## src/rtl/cpu_trace_streamer_pkg.sv

```systemverilog
// Shared definitions for the CPU commit-trace streamer.
//   - frame constants (sync byte, bytes per record)
//   - trace_rec_t: one buffered commit record (103 bits)
//   - trace_state_t: serializer FSM encoding
//   - pack_frame(): lays a record out as the 14-byte wire frame, MSB first
package cpu_trace_pkg;

    localparam logic [7:0] TRACE_SYNC      = 8'hA5;
    localparam int         TRACE_REC_BYTES = 14;
    localparam int         TRACE_FRAME_W   = TRACE_REC_BYTES * 8;

    localparam int PC_W    = 32;
    localparam int INST_W  = 32;
    localparam int WE_W    = 1;
    localparam int WADDR_W = 5;
    localparam int WDATA_W = 32;

    typedef struct packed {
        logic [PC_W-1:0]    pc;
        logic [INST_W-1:0]  inst;
        logic               rf_we;
        logic               lost;      // a record was dropped just before this one
        logic [WADDR_W-1:0] rf_waddr;
        logic [WDATA_W-1:0] rf_wdata;  // already zeroed when rf_we is low
    } trace_rec_t;

    localparam int TRACE_REC_W = $bits(trace_rec_t);

    typedef enum logic {
        IDLE = 1'b0,
        SEND = 1'b1
    } trace_state_t;

    // Wire order: sync, pc, inst, flags {we, lost, 0, waddr}, wdata.
    function automatic logic [TRACE_FRAME_W-1:0] pack_frame(input trace_rec_t rec);
        return {TRACE_SYNC, rec.pc, rec.inst,
                rec.rf_we, rec.lost, 1'b0, rec.rf_waddr, rec.rf_wdata};
    endfunction

endpackage

```

## src/rtl/cpu_trace_streamer_if.sv

```systemverilog
// Commit bus + byte stream link of the trace streamer.
//   master : streamer view (consumes commits, drives the byte stream)
//   slave  : environment view (CPU retire port and the stream sink)
interface cpu_trace_streamer_if;
    import cpu_trace_pkg::*;

    logic                commit_valid;
    logic [PC_W-1:0]     commit_pc;
    logic [INST_W-1:0]   commit_inst;
    logic                rf_we;
    logic [WADDR_W-1:0]  rf_waddr;
    logic [WDATA_W-1:0]  rf_wdata;
    logic [7:0]          tx_data;
    logic                tx_valid;
    logic                tx_ready;

    modport master (
        input  commit_valid, commit_pc, commit_inst, rf_we, rf_waddr, rf_wdata,
        input  tx_ready,
        output tx_data, tx_valid
    );

    modport slave (
        output commit_valid, commit_pc, commit_inst, rf_we, rf_waddr, rf_wdata,
        output tx_ready,
        input  tx_data, tx_valid
    );

endinterface

```

## src/rtl/cpu_trace_streamer_fifo.sv

```systemverilog
// trace_fifo: synchronous FIFO of trace records.
//   clk, reset      : clock, asynchronous active-high reset (pointers/level only)
//   push, wdata     : write request; accepted when not full, or full with pop
//   pop, rdata      : rdata is the head entry, read combinationally so the
//                     serializer can load it on the same edge it pops
//   full, empty     : status flags
//   level           : entries held, 0..DEPTH
module trace_fifo #(
    parameter int DEPTH = 8,
    parameter int W     = 103
) (
    input  logic                     clk,
    input  logic                     reset,
    input  logic                     push,
    input  logic [W-1:0]             wdata,
    input  logic                     pop,
    output logic [W-1:0]             rdata,
    output logic                     full,
    output logic                     empty,
    output logic [$clog2(DEPTH):0]   level
);
    localparam int AW = $clog2(DEPTH);

    logic [W-1:0]  mem [DEPTH];
    logic [AW-1:0] wr_ptr_reg;
    logic [AW-1:0] rd_ptr_reg;
    logic [AW:0]   level_reg;
    logic          do_push;
    logic          do_pop;

    assign full    = (level_reg == (AW+1)'(DEPTH));
    assign empty   = (level_reg == '0);
    // When full, the slot being written is the one being popped this edge.
    assign do_push = push && (!full || pop);
    assign do_pop  = pop && !empty;
    assign rdata   = mem[rd_ptr_reg];
    assign level   = level_reg;

    always_ff @(posedge clk) begin
        if (do_push) begin
            mem[wr_ptr_reg] <= wdata;
        end
    end

    always_ff @(posedge clk or posedge reset) begin
        if (reset) begin
            wr_ptr_reg <= '0;
            rd_ptr_reg <= '0;
            level_reg  <= '0;
        end else begin
            if (do_push) wr_ptr_reg <= wr_ptr_reg + AW'(1);
            if (do_pop)  rd_ptr_reg <= rd_ptr_reg + AW'(1);
            case ({do_push, do_pop})
                2'b10:   level_reg <= level_reg + (AW+1)'(1);
                2'b01:   level_reg <= level_reg - (AW+1)'(1);
                default: level_reg <= level_reg;
            endcase
        end
    end

endmodule

```

## src/rtl/cpu_trace_streamer.sv

```systemverilog
// cpu_trace_streamer: captures one record per retired instruction and streams
// it as 14-byte frames over a valid/ready byte link. Records are buffered in
// trace_fifo so link back-pressure never stalls the CPU; records arriving when
// the FIFO is full (and not popping) are dropped and counted.
//   clk, reset  : clock, asynchronous active-high reset
//   tif         : commit bus in, byte stream out (master modport)
//   overflow    : sticky, a record was dropped since reset
//   drop_cnt    : saturating count of dropped records
//   fifo_level  : records currently buffered (excludes the one being sent)
module cpu_trace_streamer
    import cpu_trace_pkg::*;
#(
    parameter int DEPTH = 8,
    parameter int CNT_W = 16
) (
    input  logic                   clk,
    input  logic                   reset,
    cpu_trace_streamer_if.master   tif,
    output logic                   overflow,
    output logic [CNT_W-1:0]       drop_cnt,
    output logic [$clog2(DEPTH):0] fifo_level
);
    trace_state_t             state_reg, state_next;
    logic [TRACE_FRAME_W-1:0] shift_reg;
    logic [3:0]               idx_reg;
    logic                     lost_reg;
    logic                     overflow_reg;
    logic [CNT_W-1:0]         drop_cnt_reg;

    trace_rec_t push_rec;
    trace_rec_t head_rec;
    logic       fifo_full, fifo_empty;
    logic       fifo_push, fifo_pop;
    logic       drop;
    logic       load_frame, shift_frame;

    always_comb begin
        push_rec          = '0;
        push_rec.pc       = tif.commit_pc;
        push_rec.inst     = tif.commit_inst;
        push_rec.rf_we    = tif.rf_we;
        push_rec.lost     = lost_reg;
        push_rec.rf_waddr = tif.rf_waddr;
        push_rec.rf_wdata = tif.rf_we ? tif.rf_wdata : '0;
    end

    assign fifo_push = tif.commit_valid && (!fifo_full || fifo_pop);
    assign drop      = tif.commit_valid && fifo_full && !fifo_pop;

    trace_fifo #(
        .DEPTH (DEPTH),
        .W     (TRACE_REC_W)
    ) u_fifo (
        .clk   (clk),
        .reset (reset),
        .push  (fifo_push),
        .wdata (push_rec),
        .pop   (fifo_pop),
        .rdata (head_rec),
        .full  (fifo_full),
        .empty (fifo_empty),
        .level (fifo_level)
    );

    // Serializer FSM: next state and per-cycle control.
    always_comb begin
        state_next  = state_reg;
        fifo_pop    = 1'b0;
        load_frame  = 1'b0;
        shift_frame = 1'b0;
        case (state_reg)
            IDLE: begin
                if (!fifo_empty) begin
                    fifo_pop   = 1'b1;
                    load_frame = 1'b1;
                    state_next = SEND;
                end
            end
            SEND: begin
                if (tif.tx_ready) begin
                    if (idx_reg == 4'(TRACE_REC_BYTES - 1)) begin
                        if (!fifo_empty) begin
                            fifo_pop   = 1'b1;
                            load_frame = 1'b1;
                        end else begin
                            // Shifting out the last byte leaves tx_data at zero.
                            shift_frame = 1'b1;
                            state_next  = IDLE;
                        end
                    end else begin
                        shift_frame = 1'b1;
                    end
                end
            end
            default: state_next = IDLE;
        endcase
    end

    always_ff @(posedge clk or posedge reset) begin
        if (reset) begin
            state_reg    <= IDLE;
            shift_reg    <= '0;
            idx_reg      <= '0;
            lost_reg     <= 1'b0;
            overflow_reg <= 1'b0;
            drop_cnt_reg <= '0;
        end else begin
            state_reg <= state_next;
            if (load_frame) begin
                shift_reg <= pack_frame(head_rec);
                idx_reg   <= '0;
            end else if (shift_frame) begin
                shift_reg <= shift_reg << 8;
                idx_reg   <= idx_reg + 4'd1;
            end
            if (drop) begin
                lost_reg     <= 1'b1;
                overflow_reg <= 1'b1;
                if (drop_cnt_reg != '1) begin
                    drop_cnt_reg <= drop_cnt_reg + CNT_W'(1);
                end
            end else if (fifo_push) begin
                lost_reg <= 1'b0;
            end
        end
    end

    assign tif.tx_valid = (state_reg == SEND);
    assign tif.tx_data  = shift_reg[TRACE_FRAME_W-1 -: 8];
    assign overflow     = overflow_reg;
    assign drop_cnt     = drop_cnt_reg;

endmodule

```

## src/flat_wrapper.sv

```systemverilog
// flat-port wrapper written by rule: the top's interface ports become plain ports
module cpu_trace_streamer_flat import cpu_trace_pkg::*;
#(
    parameter int DEPTH = 8,
    parameter int CNT_W = 16
)
  (clk, reset, overflow, drop_cnt, fifo_level, tif_commit_valid, tif_commit_pc, tif_commit_inst, tif_rf_we, tif_rf_waddr, tif_rf_wdata, tif_tx_ready, tif_tx_data, tif_tx_valid);
  cpu_trace_streamer_if tif_i ();
  input  logic clk;
  input  logic reset;
  output logic overflow;
  output logic [CNT_W-1:0] drop_cnt;
  output logic [$clog2(DEPTH):0] fifo_level;
  input wire logic [$bits(tif_i.commit_valid)-1:0] tif_commit_valid;
  input wire logic [$bits(tif_i.commit_pc)-1:0] tif_commit_pc;
  input wire logic [$bits(tif_i.commit_inst)-1:0] tif_commit_inst;
  input wire logic [$bits(tif_i.rf_we)-1:0] tif_rf_we;
  input wire logic [$bits(tif_i.rf_waddr)-1:0] tif_rf_waddr;
  input wire logic [$bits(tif_i.rf_wdata)-1:0] tif_rf_wdata;
  input wire logic [$bits(tif_i.tx_ready)-1:0] tif_tx_ready;
  output wire logic [$bits(tif_i.tx_data)-1:0] tif_tx_data;
  output wire logic [$bits(tif_i.tx_valid)-1:0] tif_tx_valid;
  assign tif_i.commit_valid = tif_commit_valid;
  assign tif_i.commit_pc = tif_commit_pc;
  assign tif_i.commit_inst = tif_commit_inst;
  assign tif_i.rf_we = tif_rf_we;
  assign tif_i.rf_waddr = tif_rf_waddr;
  assign tif_i.rf_wdata = tif_rf_wdata;
  assign tif_i.tx_ready = tif_tx_ready;
  assign tif_tx_data = tif_i.tx_data;
  assign tif_tx_valid = tif_i.tx_valid;
  cpu_trace_streamer #(.DEPTH(DEPTH), .CNT_W(CNT_W)) u_core (.clk(clk), .reset(reset), .tif(tif_i), .overflow(overflow), .drop_cnt(drop_cnt), .fifo_level(fifo_level));
endmodule
```

## config.mk

```make
export PLATFORM = sky130hd
export DESIGN_NAME = cpu_trace_streamer_flat
export DESIGN_NICKNAME = d
export VERILOG_FILES = /design/src/rtl/cpu_trace_streamer_pkg.sv /design/src/rtl/cpu_trace_streamer_if.sv /design/src/rtl/cpu_trace_streamer_fifo.sv /design/src/rtl/cpu_trace_streamer.sv /design/src/flat_wrapper.sv
export SDC_FILE = /design/constraint.sdc
export NUM_CORES = 1
export LEC_CHECK = 0
export CAP_MARGIN = 20
export CORE_MARGIN = 1.5
export CORE_UTILIZATION = 35
export CTS_CLUSTER_DIAMETER = 40
export DETAILED_ROUTE_END_ITERATION = 16
export PLACE_DENSITY = 0.5
export SETUP_SLACK_MARGIN = 0.15
export SLEW_MARGIN = 25
export SYNTH_ARGS = -nofsm -noshare
export SYNTH_HDL_FRONTEND = slang
export SYNTH_HIERARCHICAL = 1
export SYNTH_SLANG_ARGS = --single-unit
```

## constraint.sdc

```tcl
create_clock -name clk -period 15.9 [get_ports clk]
set_clock_uncertainty 0.1 [all_clocks]
set_input_delay 3.18 -clock clk [delete_from_list [all_inputs] [get_ports clk]]
set_output_delay 3.18 -clock clk [all_outputs]
set_load 0.01 [all_outputs]
```

== After elaboration in Yosys (flattened, before gate mapping) ==
Memory sizes are Yosys's and may differ from the RTL's.
Index checks and enable logic that the tools add are counted.
Cells by class
  add/sub/neg operators: 6
  equality and inequality tests: 5
  multiplexer cells: 21
  bitwise gates (word level): 1
  reductions and logical operators: 14
Operators by type and width (count)
  112-bit 2-to-1 mux: 2
  32-bit 2-to-1 mux: 1
  16-bit by 1-bit adder with 16-bit output (second input constant): 1
  16-bit inequality test (second input constant): 1
  1-bit 2-to-1 mux: 13
  4-bit by 1-bit adder with 4-bit output (second input constant): 2
  4-bit equality test (second input constant): 2
  4-bit 2-to-1 mux: 2
  4-bit case mux with 2 select lines: 1
  3-bit by 1-bit adder with 3-bit output (second input constant): 2
  2-bit nonzero test: 3
  1-bit logical AND: 5
  4-bit zero test: 1
  1-bit case mux with 2 select lines: 2
  4-bit by 1-bit subtractor with 4-bit output (second input constant): 1
  1-bit zero test: 3
  2-bit by 1-bit equality test with 1-bit output (second input constant): 1
  2-bit equality test (second input constant): 1
  2-bit AND reduction: 1
  1-bit logical OR: 1
  1-bit inverter: 1
Word-level totals
  flip-flop bits (word level): 145
  bits in writable memories: 824
  input bits: 106
  output and inout port bits: 30
  word-level logic and storage cells: 57
  memories kept: 1
Memory list
  u_core.u_fifo.mem: words 8, width 103, read ports 1, clocked after Yosys merged registers in 0, wr ports 1, RTL line cpu_trace_streamer_fifo.sv:24  | logic [W-1:0] mem [DEPTH];

== Longest topological paths before layout ==
Gate-level depths: netlist of the first run.
  depth after elaboration: 10
  mapped depth: 15
  depth with buffers taken out: 12

== Cells and area by module ==
Netlist of the first run, hierarchy kept.
By module, submodules not included
  trace_fifo: instances 1, cells an instance 1258, area an instance 31916.9 µm², sequential area each 24994.0 µm²
  cpu_trace_streamer: instances 1, cells an instance 707, area an instance 6347.3 µm², sequential area each 3378.2 µm²

== Worst setup path after synthesis of the first run ==
OpenSTA, ideal clock, no wires.
  kind: input to register
  start: input port tif_tx_ready
  end: memory u_core.u_fifo.mem[0][0] (enable)
  library setup time: 0.817 ns
  data arrival time: 14.217 ns
  data required time: 14.983 ns
  slack: 0.766 ns
  stages: 9
  path buffers: 4
  cells stage by stage: buf_6 > nand4_1 > a21o_1 > buf_4 > buf_4 > buf_2 > a21oi_1 > o21ai_4 > nor4_1
Between the ends
  longest elaborated chain between the ends: 7
RTL lines
  start, declared: RTL line flat_wrapper.sv:20  | input wire logic [$bits(tif_i.tx_ready)-1:0] tif_tx_ready;
  1-bit 2-to-1 mux: RTL line cpu_trace_streamer.sv:80  | if (tif.tx_ready) begin
  1-bit case mux with 2 select lines: RTL line cpu_trace_streamer.sv:71  | case (state_reg)
  1-bit logical OR: RTL line cpu_trace_streamer.sv:47  | assign fifo_push = tif.commit_valid && (!fifo_full || fifo_pop);
  1-bit logical AND: RTL line cpu_trace_streamer.sv:47
  via u_core.fifo_push: RTL line cpu_trace_streamer.sv:33  | logic fifo_push, fifo_pop;
  1-bit logical AND: RTL line cpu_trace_streamer_fifo.sv:34  | assign do_push = push && (!full || pop);
  1-bit 2-to-1 mux: RTL line cpu_trace_streamer_fifo.sv:40  | if (do_push) begin
  1-bit 2-to-1 mux (implied by the code): RTL line cpu_trace_streamer_fifo.sv:41  | mem[wr_ptr_reg] <= wdata;
  end, declared: RTL line cpu_trace_streamer_fifo.sv:24
The timed path passes the listed nets, and every way through them passes these cells.

== Worst setup path in the final report of the first run ==
  start: input port tif_tx_ready
  end: memory u_core.u_fifo.mem[3][16] (enable)
Between the ends
  longest elaborated chain between the ends: 7
RTL lines (RTL line)
  1-bit 2-to-1 mux (*): cpu_trace_streamer.sv:80
  1-bit case mux with 2 select lines (*): cpu_trace_streamer.sv:71
  1-bit logical OR (*): cpu_trace_streamer_fifo.sv:34, cpu_trace_streamer.sv:47
  1-bit logical AND: cpu_trace_streamer.sv:47
  1-bit logical AND (*): cpu_trace_streamer_fifo.sv:34
  1-bit 2-to-1 mux (*): cpu_trace_streamer_fifo.sv:40
  1-bit 2-to-1 mux (implied by the code) (*): cpu_trace_streamer_fifo.sv:41
Every way passes the cells marked *; elsewhere a longest branch is shown, timed or not.

==> implementation parameters, run 1 <==
Parameter                              Value

Detailed routing
  Post-detailed-routing wire length ... 87.3 mm
  Avg WL per Cell ... 23.7 µm
  Post-DR vias/cell ... 5.08
  Via count ... 18700
  Total DRC errors in the routed layout ... 0
  Iteration-0 DRC count of the detailed router ... 1139
  Number of iterations in the first detailed-routing pass ... 5
  Number of nets with antenna violations after detailed routing ... 0

Hold path
  Worst hold path type ... reg2reg
  Worst Hold Endpoint ... u_core/shift_reg[107]$_DFFE_PP0P_
  Hold Path Depth ... 1
  Hold Startpoint ... u_core/shift_reg[99]$_DFFE_PP0P_

Global routing
  Vias in the first global route ... 20200
  GR Util All Layers ... 16.0%
  Number of antenna violations at the first check in global routing ... 9
  Global-route wire length before repair ... 132 mm
  Largest net degree at the start of global routing ... 131
  Total grt overflow ... 0

STA
  Portion of the clock cycle consumed by the worst path in the final layout ... 49.4%
  Fmax achieved ... 127 MHz
  Final critical delay including setup and external delays ... 7.86 ns
  Number of setup violations in the final report ... 0
  RSZ-0062 raised after global routing ... false
  Sum Neg Setup Slack ... 0 ns
  Hold Vio Cnt, Final ... 0
  Worst slew slack as a fraction of its limit ... 29.5%
  Slew at the pin closest to its max-slew limit ... 1.06 ns
  Total count of max-transition violations in the final report ... 0
  Worst Slack Setup Final ... 8.04 ns

Critical path
  Start-to-end type of the worst setup path ... in2reg
  Crit. End Element ... register
  Critical Path Start Type ... input port
  Startpoint of the worst-slack reg-to-reg timing path ... u_core/u_fifo/level[0]$_DFFE_PP0P_
  Worst setup slack for register-to-register paths ... 10.45 ns
  Maximum net fanout on the critical path ... 109
  CP arrival ... 8.10 ns
  Worst Path Required ... 16.14 ns
  End of the worst register-to-register path ... u_core/u_fifo/mem[3][16]$_DFFE_PP_
  Number of cells on the worst reg-to-reg path ... 7

Clock tree
  Maximum buffer depth of the clock tree ... 3
  Post_cts resized ... 0
  Latest clock arrival within the worst-skew pair ... 0.72 ns
  Clock transition at the register clock pins on the worst setup and hold paths after CTS ... 0.05 ns
  Root Buffer ... sky130_fd_sc_hd__clkbuf_16
  Post-CTS Hold Buffers ... 0
  # H-tree levels ... 4
  Clock tree from TritonCTS ... built
  Postcts setup bufs ... 0
  Number of CTS-inserted buffers ... 137
  CTS Sinks ... 969

Yosys
  Number of enable flip-flop cells after synthesis ... 824
  Number of flip-flops and latches in the synthesized netlist ... 969
  Biggest area contributors in the synthesized netlist ... sky130_fd_sc_hd__edfxtp_1, sky130_fd_sc_hd__mux4_2, sky130_fd_sc_hd__dfrtp_1
  Ys flop type ... sky130_fd_sc_hd__edfxtp_1
  Per-instance average area after synthesis ... 19.5 µm²
  Number of instances in the synthesized netlist ... 1965
  Yosys cell types ... 63
  Cell area after synthesis ... 38300 µm²
  Area share of the largest cell type after synthesis ... 64.7%
  Fraction of synthesis flops using an asynchronous set or reset pin ... 15.0%
  Yosys Warn Count ... 6
  Fraction of the yosys area taken by sequential cells ... 74.1%
  Post-synth top area cell ... sky130_fd_sc_hd__edfxtp_1
  Number of nets in the synthesized netlist ... 2080

Run status
  Outcome ... finished clean

Power and ir drop
  Design internal power ... 5.74 mW
  Proportion of power drawn by flip-flops and latches ... 43.5%
  Proportion of power drawn by combinational gates ... 19.1%
  Power share of the clock group ... 37.4%
  Net switching share of the total power ... 26.7%
  Static Leakage ... 15.2 nW
  Net switching power ... 2.09 mW
  Peak VDD IR ... 0.000118 V
  Power density cells ... 172 nW/µm²

Layout
  Non-filler instance count after layout ... 3682
  Number of fillers in the final layout ... 9594
  Register area ... 28400 µm²
  Layout cell share with drive strength beyond 1 ... 26.1%
  Layout Nets ... 2267
  Synthesis-to-finish area growth ... 18.8%
  Footprint of the multi-input gates ... 9120 µm²
  Max FFs per register ... 824

Floorplan
  Number of placement rows ... 121
  Floorplan core area ... 109000 µm²
  Die extent in y ... 334 µm
  Area of the die ... 111000 µm²
  Starting density of the core ... 35.2%
  Number of placed I/O pins ... 136
  Horiz. Die Dim ... 334 µm

Job
  Max_cap viols ... 0

Placement
  Count of input and output buffers ... 135
  Number of placed cells counting well taps ... 3427
  DP Worst Slack ... 7.13 ns
  Dpl hpwl ... 48.2 mm
  GP Congestion ... 0.741
==> cells by family (layout without fill, tap and decap cells) <==
logic type / count (synthesis) / in the layout / synth area share [%]
AOI/OAI and AO/OA: 241 / 241 / 3.65
xor gates and xnor gates: 20 / 20 / 0.458
and+or+nand+nor: 283 / 283 / 3.31
adders and majority gates: 9 / 9 / 0.314
buffers and inverters: 129 / 428 / 2.19
muxes: 314 / 314 / 15.9
DFF: 969 / 969 / 74.1
other: 0 / 4 / 0
==> worst max-delay path, stage by stage <==
cell,delay (ns)
sky130_fd_sc_hd__clkdlybuf4s50_1,0.73
sky130_fd_sc_hd__nand4_1,0.21
sky130_fd_sc_hd__a21o_4,0.42
sky130_fd_sc_hd__clkinv_4,0.68
sky130_fd_sc_hd__o211ai_1,0.50
sky130_fd_sc_hd__nor2_4,0.70
sky130_fd_sc_hd__buf_4,0.90
sky130_fd_sc_hd__buf_4,0.68
==> final cells by class <==
class / count / area share [%]
flip-flops and latches: 969 / 62.5
multi-input cells: 867 / 20.1
clock buffers: 164 / 8.09
well taps: 1414 / 3.89
repair buffers: 166 / 3.57
clock inverters: 87 / 1.79
inverters: 11 / 0.113
diodes: 4 / 0.0220
==> metrics by stage <==
stage / total power, mW / instance area, µm² / hold slack, ns / util [%]
after detailed placement: 5.01 / 40900 / 0.376 / 37.7
after global routing: 8.20 / 45400 / 0.409 / 41.8
after CTS: 7.98 / 45400 / 0.391 / 41.8
final: 7.83 / 45400 / 0.389 / 41.8
after global placement: 4.98 / 40900 / 0.356 / 37.7
after floorplan: 4.59 / 38300 / 0.361 / -
==> synth_stat cells, types with 2 or more instances <==
| master | instances |
|---|---|
| sky130_fd_sc_hd__edfxtp_1 | 824 |
| sky130_fd_sc_hd__o2111ai_1 | 2 |
| sky130_fd_sc_hd__clkbuf_1 | 44 |
| sky130_fd_sc_hd__and3_1 | 6 |
| sky130_fd_sc_hd__nand4_1 | 7 |
| sky130_fd_sc_hd__nor4_1 | 2 |
| sky130_fd_sc_hd__mux4_2 | 206 |
| sky130_fd_sc_hd__and4_1 | 2 |
| sky130_fd_sc_hd__mux2_4 | 64 |
| sky130_fd_sc_hd__nand3_1 | 5 |
| sky130_fd_sc_hd__o21ai_0 | 2 |
| sky130_fd_sc_hd__o211ai_1 | 7 |
| sky130_fd_sc_hd__buf_4 | 11 |
| sky130_fd_sc_hd__o22a_1 | 4 |
| sky130_fd_sc_hd__or2_2 | 2 |
| sky130_fd_sc_hd__nor3_1 | 4 |
| sky130_fd_sc_hd__inv_1 | 9 |
| sky130_fd_sc_hd__xnor2_1 | 19 |
| sky130_fd_sc_hd__buf_2 | 38 |
| sky130_fd_sc_hd__mux2_2 | 42 |
| sky130_fd_sc_hd__a21o_1 | 2 |
| sky130_fd_sc_hd__nor3b_1 | 2 |
| sky130_fd_sc_hd__buf_12 | 11 |
| sky130_fd_sc_hd__nand2_1 | 108 |
| sky130_fd_sc_hd__buf_6 | 9 |
| sky130_fd_sc_hd__nand2b_1 | 2 |
| sky130_fd_sc_hd__ha_1 | 8 |
| sky130_fd_sc_hd__nor2_1 | 103 |
| sky130_fd_sc_hd__a22o_1 | 13 |
| sky130_fd_sc_hd__and2_1 | 33 |
| sky130_fd_sc_hd__buf_1 | 3 |
| sky130_fd_sc_hd__dfrtp_1 | 145 |
| sky130_fd_sc_hd__a21oi_1 | 196 |
==> power groups by stage <==
stage                     Clock (mW)  Sequential (mW)  Combinational [mW]
after CTS                       3.01             3.42                1.55
after floorplan                    0             3.43                1.16
after detailed placement           0             3.47                1.54
final                           2.93             3.41                1.49
after global placement             0             3.45                1.53
after global routing            3.12             3.45                1.63
==> worst max path at each step <==
stage                            start                                 end  cells after the start
after floorplan           tif_tx_ready   u_core/u_fifo/mem[0][0]$_DFFE_PP_                      9
after global placement    tif_tx_ready  u_core/u_fifo/mem[3][21]$_DFFE_PP_                      8
after detailed placement  tif_tx_ready  u_core/u_fifo/mem[3][89]$_DFFE_PP_                      8
after CTS                 tif_tx_ready  u_core/u_fifo/mem[3][10]$_DFFE_PP_                      8
after global routing      tif_tx_ready  u_core/u_fifo/mem[3][16]$_DFFE_PP_                      8
final                     tif_tx_ready  u_core/u_fifo/mem[3][16]$_DFFE_PP_                      8
==> cell usage in the layout (no fill, tap or decap), types with 42 or more instances in the layout <==
master / netlist / layout
sky130_fd_sc_hd__mux4_2: 206 / 206
sky130_fd_sc_hd__clkdlybuf4s50_1: 0 / 135
sky130_fd_sc_hd__edfxtp_1: 824 / 824
sky130_fd_sc_hd__mux2_4: 64 / 64
sky130_fd_sc_hd__nor2_1: 103 / 100
sky130_fd_sc_hd__clkbuf_16: 0 / 142
sky130_fd_sc_hd__a21oi_1: 196 / 196
sky130_fd_sc_hd__dfrtp_1: 145 / 142
sky130_fd_sc_hd__nand2_1: 108 / 107
sky130_fd_sc_hd__mux2_2: 42 / 42
==> routing by layer <==
layer,up-vias,global-route usage [%],part of all wire (%),routed length (µm)
met5,-,0,0,0
met4,0,5.09,2.0,1720
met3,126,2.99,4.2,3660
met2,422,26.9,51,44300
met1,9924,21.0,43,37600
li1,8246,-,-,-
Note: power is estimated with default switching activity, not from simulation.
==> run 2: changes to the inputs <==
Settings changed: PLACE_DENSITY 0.5 to 0.51.
Clock period 15.9 ns to 6.97 ns, I/O delays scaled along.
==> run 2 against run 1 <==
Design area up 1.0%. Setup slack worse by 5.9 ns. Register-to-register slack got worse by 7.9 ns. Global-route usage increased by 0.13 points. Via count up 0.91%. Sequential cell count did not move. Count of clock-buffer cells in the layout rose by 1. Cell count grew 0.14%. Non-clock buffer count is 5 higher. Clock power grew 140%. Routed wire length up 0.86%. Sequential power increased by 130%.
==> implementation parameters, run 2 (synthesis results as in run 1) <==
Parameter                              Value

Clock tree
  CTS Sinks ... 969
  Clock transition at the register clock pins on the worst setup and hold paths after CTS ... 0.05 ns
  Postcts setup bufs ... 0
  Root Buffer ... sky130_fd_sc_hd__clkbuf_16
  # H-tree levels ... 4
  Latest clock arrival within the worst-skew pair ... 0.73 ns
  Clock tree from TritonCTS ... built
  Number of CTS-inserted buffers ... 136
  Maximum buffer depth of the clock tree ... 3
  Post_cts resized ... 0
  Post-CTS Hold Buffers ... 0

Global routing
  Number of antenna violations at the first check in global routing ... 7
  Global-route wire length before repair ... 134 mm
  Total grt overflow ... 0
  GR Util All Layers ... 16.1%
  Vias in the first global route ... 20500
  Largest net degree at the start of global routing ... 110

Critical path
  Number of cells on the worst reg-to-reg path ... 9
  Worst setup slack for register-to-register paths ... 2.60 ns
  CP arrival ... 5.28 ns
  Worst Path Required ... 7.45 ns
  Crit. End Element ... register
  Startpoint of the worst-slack reg-to-reg timing path ... u_core/u_fifo/level[0]$_DFFE_PP0P_
  Start-to-end type of the worst setup path ... in2reg
  Maximum net fanout on the critical path ... 43
  Origin of the worst setup path ... tif_tx_ready
  Critical Path Start Type ... input port

STA
  Fmax achieved ... 208 MHz
  Number of setup violations in the final report ... 0
  Hold Vio Cnt, Final ... 0
  Slew at the pin closest to its max-slew limit ... 1.05 ns
  Worst slack on hold paths ... 0.378 ns
  Worst slew slack as a fraction of its limit ... 29.9%
  Portion of the clock cycle consumed by the worst path in the final layout ... 68.8%
  Final critical delay including setup and external delays ... 4.80 ns
  Total count of max-transition violations in the final report ... 0
  RSZ-0062 raised after global routing ... false

Detailed routing
  Post-detailed-routing wire length ... 88.0 mm
  Avg WL per Cell ... 23.9 µm
  Post-DR vias/cell ... 5.12
  Number of iterations in the first detailed-routing pass ... 5
  Number of nets with antenna violations after detailed routing ... 0
  Iteration-0 DRC count of the detailed router ... 1370
  Total DRC errors in the routed layout ... 0
  Via count ... 18900

Power and ir drop
  Peak VDD IR ... 0.000237 V
  Power share of the clock group ... 38.4%
  Proportion of power drawn by flip-flops and latches ... 42.5%
  Total power after layout ... 18.2 mW
  Static Leakage ... 15.4 nW
  Power density cells ... 397 nW/µm²
  Net switching power ... 4.82 mW
  Net switching share of the total power ... 26.5%
  Design internal power ... 13.4 mW
  Proportion of power drawn by combinational gates ... 19.1%

Floorplan
  Number of placed I/O pins ... 136
  Number of placement rows ... 121
  Floorplan core area ... 109000 µm²
  Starting density of the core ... 35.2%
  Die extent in y ... 334 µm
  Area of the die ... 111000 µm²
  Horiz. Die Dim ... 334 µm

Hold path
  Hold Path Depth ... 1
  Worst hold path type ... reg2reg
  Hold Startpoint ... u_core/overflow$_DFFE_PP0P_

Layout
  Non-filler instance count after layout ... 3687
  Max FFs per register ... 824
  Layout Nets ... 2271
  Commonest non-fill, non-tap cell in the layout ... sky130_fd_sc_hd__edfxtp_1
  Commonest non-fill, non-tap cells in the layout ... sky130_fd_sc_hd__edfxtp_1, sky130_fd_sc_hd__mux4_2, sky130_fd_sc_hd__a21oi_1, sky130_fd_sc_hd__dfrtp_1, sky130_fd_sc_hd__clkbuf_16
  Layout cell share with drive strength beyond 1 ... 26.3%
  Synthesis-to-finish area growth ... 20.0%

Run status
  Outcome ... finished clean

Placement
  GP Congestion ... 0.733
  Dpl hpwl ... 47.5 mm
  Count of input and output buffers ... 135
  Number of placed cells counting well taps ... 3428

Job
  Max_cap viols ... 0
==> run 2: changes by cell type in the layout (fill, tap and decap cells not counted), sizes merged <==
| cell | before | now |
|---|---|---|
| clkinv | 47 | 48 |
| clkinvlp | 14 | 9 |
| clkbuf | 164 | 165 |
| buf | 31 | 36 |
| diode | 4 | 2 |
| inv | 28 | 25 |
| bufinv | 9 | 17 |
==> run 2: path summary, 6_finish.rpt <==
kind | endpoint
max in group asynchronous | u_core/shift_reg[52]$_DFFE_PP0P_
min in group asynchronous | u_core/idx_reg[0]$_DFFE_PP0P_
setup reg to reg | u_core/u_fifo/level[3]$_DFFE_PP0P_
hold reg to reg | u_core/overflow$_DFFE_PP0P_
setup / recovery | u_core/u_fifo/level[3]$_DFFE_PP0P_
hold / removal | u_core/overflow$_DFFE_PP0P_
==> run 2: power groups by stage <==
stage	logic (mW)	registers, mW	clock network (mW)
after global placement	3.45	7.89	0
after global routing	3.77	7.84	7.40
after detailed placement	3.50	7.92	0
after CTS	3.51	7.81	7.17
after floorplan	2.65	7.76	0
final	3.47	7.75	7.00
==> run 2: layer usage <==
metal,GRT usage [%],part of all wire (%),up-vias
met5,0,0,-
met3,3.06,4.3,138
met1,20.8,43,10100
met2,27.4,51,436
met4,5.36,2.3,0
li1,-,-,8252
==> run 2: area by class of cell <==
class,count,area [µm²]
fillers,9571,62800
diodes,2,5.00
repair buffers,171,1860
clock inverters,88,1080
inverters,11,51.3
clock buffers,165,3610
multi-input cells,867,9160
well taps,1414,1770
flip-flops and latches,969,28400
==> run 2: critical path: stages <==
cell	delay (ns)
sky130_fd_sc_hd__clkdlybuf4s50_1	0.61
sky130_fd_sc_hd__nand4_1	0.24
sky130_fd_sc_hd__a21o_4	0.43
sky130_fd_sc_hd__clkinv_4	0.50
sky130_fd_sc_hd__o21ai_4	0.52
sky130_fd_sc_hd__ha_1	0.40
sky130_fd_sc_hd__ha_1	0.35
sky130_fd_sc_hd__or4b_1	0.51
sky130_fd_sc_hd__o311ai_0	0.12
sky130_fd_sc_hd__o211ai_1	0.13
==> run 2: through the flow <==
step	TNS [ns]	cell area (µm²)	util, %	worst slack [ns]
6_report	0	45900	42.2	2.17
3_5_place_dp	0	41100	37.8	1.44
5_1_grt	0	45900	42.2	1.97
4_1_cts	0	45800	42.1	2.20
3_3_place_gp	0	41100	37.8	1.45
2_1_floorplan	-422.23	38300	-	-0.829
